`src/rtl/tp_frame_capture.sv`:
```
// tp_frame_capture: arms on sig_en_i, captures one complete video frame
// (pixel data plus column/row coordinates), reports line length, flags
// counter saturation and drives a registered MODE-selected logic output.
module tp_frame_capture #(
    parameter int unsigned DATA_WIDTH = 12,
    parameter int unsigned X_WIDTH    = 12,
    parameter int unsigned Y_WIDTH    = 12,
    parameter int unsigned MODE       = 0
) (
    input  logic                  sig_clock,
    input  logic                  sig_reset,
    input  logic                  sig_en_i,
    input  logic                  sig_ina,
    input  logic                  sig_inb,
    input  logic                  iFValid,
    input  logic                  iLValid,
    input  logic [DATA_WIDTH-1:0] idata,
    output logic                  oFValid,
    output logic                  oLValid,
    output logic [DATA_WIDTH-1:0] odata,
    output logic [X_WIDTH-1:0]    ox,
    output logic [Y_WIDTH-1:0]    oy,
    output logic                  sig_en_o,
    output logic                  sig_out,
    output logic                  frame_done,
    output logic [X_WIDTH-1:0]    line_pixels,
    output logic                  ovf
);

    typedef enum logic [1:0] {
        IDLE    = 2'd0,
        WAIT_FS = 2'd1,
        ACTIVE  = 2'd2,
        DONE    = 2'd3
    } state_t;

    localparam logic [X_WIDTH-1:0] X_MAX = '1;
    localparam logic [Y_WIDTH-1:0] Y_MAX = '1;

    state_t                  state_q, state_d;
    logic                    fv_prev_q, fv_prev_d;
    logic                    lv_prev_q, lv_prev_d;
    logic [X_WIDTH-1:0]      xcnt_q, xcnt_d;
    logic [Y_WIDTH-1:0]      ycnt_q, ycnt_d;
    logic                    ofv_q, ofv_d;
    logic                    olv_q, olv_d;
    logic [DATA_WIDTH-1:0]   odata_q, odata_d;
    logic [X_WIDTH-1:0]      ox_q, ox_d;
    logic [Y_WIDTH-1:0]      oy_q, oy_d;
    logic                    sig_en_o_q, sig_en_o_d;
    logic                    sig_out_q, sig_out_d;
    logic                    frame_done_q, frame_done_d;
    logic [X_WIDTH-1:0]      line_pixels_q, line_pixels_d;
    logic                    ovf_q, ovf_d;

    // Edge detects and capture-window qualification
    logic               fv_rise, fv_fall;
    logic               frame_start, window, pixel, line_end;
    logic [X_WIDTH-1:0] x_base;
    logic [Y_WIDTH-1:0] y_base;

    // Next-state, counter and output computation
    always_comb begin
        state_d       = state_q;
        fv_prev_d     = iFValid;
        lv_prev_d     = iLValid;
        xcnt_d        = xcnt_q;
        ycnt_d        = ycnt_q;
        ofv_d         = 1'b0;
        olv_d         = 1'b0;
        odata_d       = '0;
        ox_d          = ox_q;
        oy_d          = oy_q;
        line_pixels_d = line_pixels_q;
        ovf_d         = ovf_q;
        sig_out_d     = 1'b0;

        fv_rise     = iFValid & ~fv_prev_q;
        fv_fall     = ~iFValid & fv_prev_q;
        frame_start = (state_q == WAIT_FS) & fv_rise;
        window      = iFValid & ((state_q == ACTIVE) | frame_start);
        pixel       = window & iLValid;
        // A line also ends when the frame drops while the line was still open
        line_end    = (window & ~iLValid & lv_prev_q)
                    | ((state_q == ACTIVE) & fv_fall & (lv_prev_q | iLValid));

        // Frame start restarts the counters before this cycle is counted
        x_base = frame_start ? '0 : xcnt_q;
        y_base = frame_start ? '0 : ycnt_q;
        if (frame_start) begin
            xcnt_d = '0;
            ycnt_d = '0;
            ovf_d  = 1'b0;
        end

        ofv_d = window;
        olv_d = pixel;
        if (pixel) begin
            odata_d = idata;
            ox_d    = x_base;
            oy_d    = y_base;
            if (x_base == X_MAX) begin
                ovf_d = 1'b1;
            end else begin
                xcnt_d = x_base + X_WIDTH'(1);
            end
        end

        if (line_end) begin
            line_pixels_d = x_base;
            xcnt_d        = '0;
            if (y_base == Y_MAX) begin
                ovf_d = 1'b1;
            end else begin
                ycnt_d = y_base + Y_WIDTH'(1);
            end
        end

        case (state_q)
            IDLE:    if (sig_en_i) state_d = WAIT_FS;
            WAIT_FS: if (frame_start) state_d = ACTIVE;
            ACTIVE:  if (fv_fall) state_d = DONE;
            DONE:    state_d = sig_en_i ? WAIT_FS : IDLE;
            default: state_d = IDLE;
        endcase

        sig_en_o_d   = (state_d == ACTIVE);
        frame_done_d = (state_d == DONE);

        case (MODE)
            0:       sig_out_d = sig_ina & sig_inb;
            1:       sig_out_d = sig_ina | sig_inb;
            2:       sig_out_d = sig_ina ^ sig_inb;
            default: sig_out_d = sig_ina;
        endcase
    end

    // State and output registers, cleared asynchronously by reset
    always_ff @(posedge sig_clock or posedge sig_reset) begin
        if (sig_reset) begin
            state_q       <= IDLE;
            fv_prev_q     <= 1'b0;
            lv_prev_q     <= 1'b0;
            xcnt_q        <= '0;
            ycnt_q        <= '0;
            ofv_q         <= 1'b0;
            olv_q         <= 1'b0;
            odata_q       <= '0;
            ox_q          <= '0;
            oy_q          <= '0;
            sig_en_o_q    <= 1'b0;
            sig_out_q     <= 1'b0;
            frame_done_q  <= 1'b0;
            line_pixels_q <= '0;
            ovf_q         <= 1'b0;
        end else begin
            state_q       <= state_d;
            fv_prev_q     <= fv_prev_d;
            lv_prev_q     <= lv_prev_d;
            xcnt_q        <= xcnt_d;
            ycnt_q        <= ycnt_d;
            ofv_q         <= ofv_d;
            olv_q         <= olv_d;
            odata_q       <= odata_d;
            ox_q          <= ox_d;
            oy_q          <= oy_d;
            sig_en_o_q    <= sig_en_o_d;
            sig_out_q     <= sig_out_d;
            frame_done_q  <= frame_done_d;
            line_pixels_q <= line_pixels_d;
            ovf_q         <= ovf_d;
        end
    end

    assign oFValid     = ofv_q;
    assign oLValid     = olv_q;
    assign odata       = odata_q;
    assign ox          = ox_q;
    assign oy          = oy_q;
    assign sig_en_o    = sig_en_o_q;
    assign sig_out     = sig_out_q;
    assign frame_done  = frame_done_q;
    assign line_pixels = line_pixels_q;
    assign ovf         = ovf_q;

endmodule

```
`config.mk`:
```
export PLATFORM = sky130hd
export DESIGN_NAME = tp_frame_capture
export DESIGN_NICKNAME = d
export VERILOG_FILES = /design/src/rtl/tp_frame_capture.sv
export SDC_FILE = /design/constraint.sdc
export NUM_CORES = 1
export LEC_CHECK = 0
export BUFFER_PORTS_ARGS = -buffer_cell sky130_fd_sc_hd__buf_2
export CORE_ASPECT_RATIO = 0.7
export CORE_MARGIN = 2
export CORE_UTILIZATION = 40
export CTS_CLUSTER_DIAMETER = 100
export CTS_CLUSTER_SIZE = 16
export DETAILED_ROUTE_END_ITERATION = 8
export PLACE_DENSITY = 0.68
export SKIP_LAST_GASP = 1
export SYNTH_ARGS = -nofsm -noshare
export SYNTH_HDL_FRONTEND = slang
export SYNTH_SLANG_ARGS = --single-unit
```
`constraint.sdc`:
```
create_clock -name sig_clock -period 3.5 [get_ports sig_clock]
set_clock_uncertainty 0.05 [all_clocks]
set_input_delay 0.175 -clock sig_clock [delete_from_list [all_inputs] [get_ports sig_clock]]
set_output_delay 0.175 -clock sig_clock [all_outputs]
set_load 0.01 [all_outputs]
```
== Word level (Yosys, flattened, before mapping) ==
Cells that the tools add are included.
Operators by class
  add/subtract/negate cells: 2
  equality and inequality tests: 7
  muxes and demuxes: 18
  bitwise gates (word level): 16
  reductions and logical operators: 1
Operators with widths (number)
  $mux 12: 8
  $add 12x1->12 const B: 2
  $eq 12x12->1 const B: 2
  $and 1x1->1: 10
  $eq 2x2->1 const B: 4
  $pmux 2 s4: 1
  $mux 1: 6
  $mux 2: 3
  $not 1->1: 3
  $or 1x1->1: 3
  $eq 2x1->1 const B: 1
  $logic_not 2->1: 1
Word-level totals
  register bits: 82
  bits of input ports: 19
  output and inout port bits: 54
  word-level logic and storage cells: 59

== Logic depth before layout (Yosys ltp) ==
  word-level depth: 9
  depth in mapped cells: 12

== Worst setup path before layout ==
Ideal clock, no wire load.
  path kind: reg-to-reg
  start: register state_q[0]
  end: register xcnt_q[2]
  setup time: 0.064 ns
  data arrival time: 2.433 ns
  required time: 3.386 ns
  path slack: 0.953 ns
  cell stages (with the launch flop): 12
  path buffers: 2
  period minus slack after synthesis: 2.547 ns
  cells stage by stage: dfrtp_1 -> nand4bb_1 -> buf_2 -> buf_2 -> nand2_1 -> inv_1 -> ha_1 -> nand4_1 -> nor3_1 -> a21oi_1 -> a211oi_1 -> a31o_2
Between the ends
  elaborated cells between the ends (all ways): 17
  those cells by class: add/sub (1); eq/ne (3); mux (4); bitwise (9)
RTL lines
  start, declared: RTL line 40  | state_t state_q, state_d;
  start signal, assigned: RTL line 157  | state_q <= state_d;
  $eq 2x1->1 *: RTL line 80  | frame_start = (state_q == WAIT_FS) & fv_rise;
  $and 1x1->1 *: RTL line 80
  $mux 12 *: RTL line 88  | x_base = frame_start ? '0 : xcnt_q;
  via x_base[1]: RTL line 59  | logic [X_WIDTH-1:0] x_base;
  $add 12x1->12 / $eq 12x12->1 (equally long branches): RTL line 105, 102
  $mux 12 *: RTL line 102  | if (x_base == X_MAX) begin
  $mux 12 *: RTL line 98  | if (pixel) begin
  $mux 12 *: RTL line 109  | if (line_end) begin
  via xcnt_d[2]: RTL line 43  | logic [X_WIDTH-1:0] xcnt_q, xcnt_d;
  end signal, assigned: RTL line 160  | xcnt_q <= xcnt_d;
  end, declared: RTL line 43
The timed path passes the listed nets; every way through them passes the cells marked *.
A chain may end at the register's enable or synchronous reset.

== Worst setup path in the final report ==
  start: input port iFValid
  end: register xcnt_q[2]
Between the ends
  elaborated cells between the ends (all ways): 18
  those cells by class: add/sub (1); eq/ne (1); mux (4); bitwise (12)
RTL lines
  start, declared: RTL line 15  | input logic iFValid,
  $and 1x1->1 *: RTL line 78  | fv_rise = iFValid & ~fv_prev_q;
  $and 1x1->1 *: RTL line 80
  $mux 12 *: RTL line 88
  via x_base[0]: RTL line 59
  $add 12x1->12 / $eq 12x12->1 (equally long branches): RTL line 105, 102
  $mux 12 *: RTL line 102
  $mux 12 *: RTL line 98
  $mux 12 *: RTL line 109
  via xcnt_d[2]: RTL line 43
Marks and branches as above.

==> flow_summary.ini <==
[job]
maxCapViolations = 0

[cts]
cts_root_buf = clkbuf_16
clk_latency_ns = 0.33
path_clk_slew_ns = 0.06
hold_buffers = 14
cts.sinks = 82
cts_tree = yes
cts_buffer_depth = 2
cts_buffers = 9
h-tree-depth = 3
post_cts_buffers = 0
post_cts_resize_count = 0

[synth]
synth-edff-count = 0
synth_cell_types = 37
synth_common_cells = 82 x dfrtp_1, 70 x nand2_1, 39 x o21ai_0, 17 x nor2_1, 15 x and2_1
synth_flop_cell = dfrtp_1
syn-cell-area_sq_mm = 0.00349
postSynthCellCount = 346
ys_seq_area_share_pct = 58.7
ys_ff_latch = 82
synth_area_leader_cell = dfrtp_1
synthArstFlopShare_pct = 100
yosysMostFrequentCell = dfrtp_1
syn_nets = 367
yosys.area.top_type_share_pct = 58.7
avgSynthCellArea_sq_um = 10.1
synth_area_leaders = dfrtp_1 59%, nand2_1 7.5%, o21ai_0 5.6%
synth-warning-count = 0

[min_path]
worstHoldPathType = in2async

[sta]
final_max_slew_viol_count = 0
setup_violations = 0
hold_viol_final = 20
period_minus_slack_ns = 2.82
worst_hold_slack_ns = -0.0102
rsz0062_at_grt = no
maxSlewHeadroom_pct = 34.3
fmax_ghz = 0.354
worst_pin_slew_ns = 0.984
setup_tns_ns = 0
finalWorstSetupSlack_ns = 0.675
min_period_over_period_pct = 80.7

[grt]
use_met2_pct = 25.3
grt_max_degree = 60
grt_overflow = 0
grt_pass1_vias = 2600
grt_pass1_wl_mm = 12.7
antenna_found_initial = 0
use_met3_pct = 5.04
grt_most_used_layer = met2
met1_usage_pct = 24.6
grtUsageTotal_pct = 17.4

[run_status]
violations = negative hold slack
status = finished, violations left

[cells_and_area]
drive_gt1_share_pct = 22.7
syn2layout_area_growth_pct = 27.1
n_antenna_cell = 0
fin_nets = 452

[floorplan]
die_y_um = 82.2
rows = 28
die_width_um = 116
start_util_pct = 41.2
core-area_sq_mm = 0.00848
io-pin-count = 73
die_area_sq_mm = 0.00951

[critical_path]
crit_chain = dlygate4sd3_1 -> buf_2 -> nand4bb_1 -> nand2_1 -> inv_1 -> ha_1 -> nand4_1 -> nor3_1 -> a21oi_1 -> a211oi_1 -> a31o_2
critical_path_class = in2reg
crit_family = simple AND/OR/NAND/NOR gates
crit_fanout = 9
worst_setup_path_start_kind = input pin
slowest_delay_ns = 0.62
cp.arrival_ns = 3.05
required_ns = 3.72
critPathBufInv = 3
endpoint_kind = flop
crit_path_top_delay_cell = nor3_1

[route]
drt-initial-drc-count = 201
routed-via-count = 2812
ant_nets = 0
drc = 0
wl_per_cell_um = 13.8
first_pass_iters = 5
avgViaCountPerCell = 5.06
wirelength_mm = 7.66

[power_and_ir_drop]
power_leakage_uw = 0.00220
power_density_mw_per_mm2 = 565
ir_drop_uv = 302

[placed_design]
port_buffers = 72
dp_slack_ns = 0.796
gp_congestion = 0.850
dp.final_hpwl_mm = 5.40
[layout by cell type (no fill, tap or decap), types with 2 or more instances in the layout]
| cell type | instances |
|---|---|
| nor4_1 | 7 |
| nand2_1 | 70 |
| o21ai_0 | 39 |
| nor4b_1 | 3 |
| and2_1 | 15 |
| a21oi_1 | 8 |
| and3_1 | 3 |
| clkbuf_16 | 9 |
| bufinv_16 | 3 |
| dlygate4sd3_1 | 14 |
| nor2_1 | 17 |
| ha_1 | 2 |
| dfrtp_1 | 82 |
| clkinv_2 | 3 |
| inv_1 | 9 |
| buf_4 | 5 |
| nand3_1 | 11 |
| o211ai_1 | 2 |
| nor2b_1 | 4 |
| buf_2 | 72 |
| mux2i_1 | 8 |
| nand2b_1 | 3 |
| nor3_1 | 3 |
| a211oi_1 | 4 |
| xnor2_1 | 7 |
| or3_1 | 4 |
| xor2_1 | 3 |
| nor3b_1 | 2 |
| nand4_1 | 11 |
[registers in the layout, indices dropped and copies added, names as in the netlist]
signal and cells:
line_pixels 12, sig_out 1, sig_en_o 1, oy 12
state_q 2, ovf 1, xcnt_q 12, oLValid 1
frame_done 1, lv_prev_q 1, odata 12, fv_prev_q 1
oFValid 1, ox 12, ycnt_q 12
[worst paths after layout]
| path | start | to | slack, ns | cells after the start |
|---|---|---|---|---|
| worst min-delay path | sig_reset | sig_out | -0.01 | 2 |
| worst min register to register | line_pixels[11] | line_pixels[11] | 0.42 | 2 |
| max in group asynchronous | sig_reset | oLValid | 2.56 | 3 |
| min in group sig_clock | idata[0] | odata[0] | 0.01 | 2 |
| worst max-delay path | iFValid | xcnt_q[2] | 0.68 | 11 |
| worst max register to register | state_q[0] | xcnt_q[2] | 0.74 | 9 |
[area by class of cell]
class | instances | area, sq um
fillers | 819 | 4040
clock inverters | 7 | 116
inverters | 10 | 38.8
multi-input cells | 237 | 1320
clock buffers | 9 | 225
well taps | 120 | 150
repair buffers | 91 | 538
flip-flops and latches | 82 | 2050
[per-stage QoR]
step / hold slack, ns / total power (uW) / cell area [sq um] / utilization [%] / std cells
after floorplan: 0.156 / 1330 / 3490 / - / 346
after global placement: 0.316 / 1450 / 3960 / 46.7 / 526
after detailed placement: 0.316 / 1460 / 3960 / 46.7 / 526
after CTS: 0.000338 / 2540 / 4440 / 52.4 / 556
after global routing: 0.00653 / 2650 / 4440 / 52.4 / 556
final: -0.0102 / 2510 / 4440 / 52.4 / 556
[power breakdown]
group	switching (uW)	leakage (uW)	internal [uW]	total (uW)
Combinational	231	0.000905	134	365
Clock	362	0.000166	696	1060
Sequential	56.5	0.00113	1030	1090
Total	650	0.00220	1860	2510
[logic make-up (layout without fill, tap and decap cells)]
logic type               after synthesis  after routing  synth area share (%)
AO/OA/AOI/OAI                         58             58                  9.13
XOR/XNOR                              10             10                  2.51
adder cells (fa/ha/maj)                2              2                 0.716
buffers and inverters                 27            117                  3.65
flip-flops                            82             82                  58.7
multiplexers                           8              8                  2.29
AND/OR/NAND/NOR                      159            159                  23.0
[per-layer routing]
| metal | share of wire, % | up-vias |
|---|---|---|
| met1 | 48 | 1331 |
| met3 | 7.5 | 11 |
| li1 | - | 1353 |
| met5 | 0 | - |
| met4 | 1.6 | 0 |
| met2 | 43 | 117 |
(Power assumes the default switching activity.)
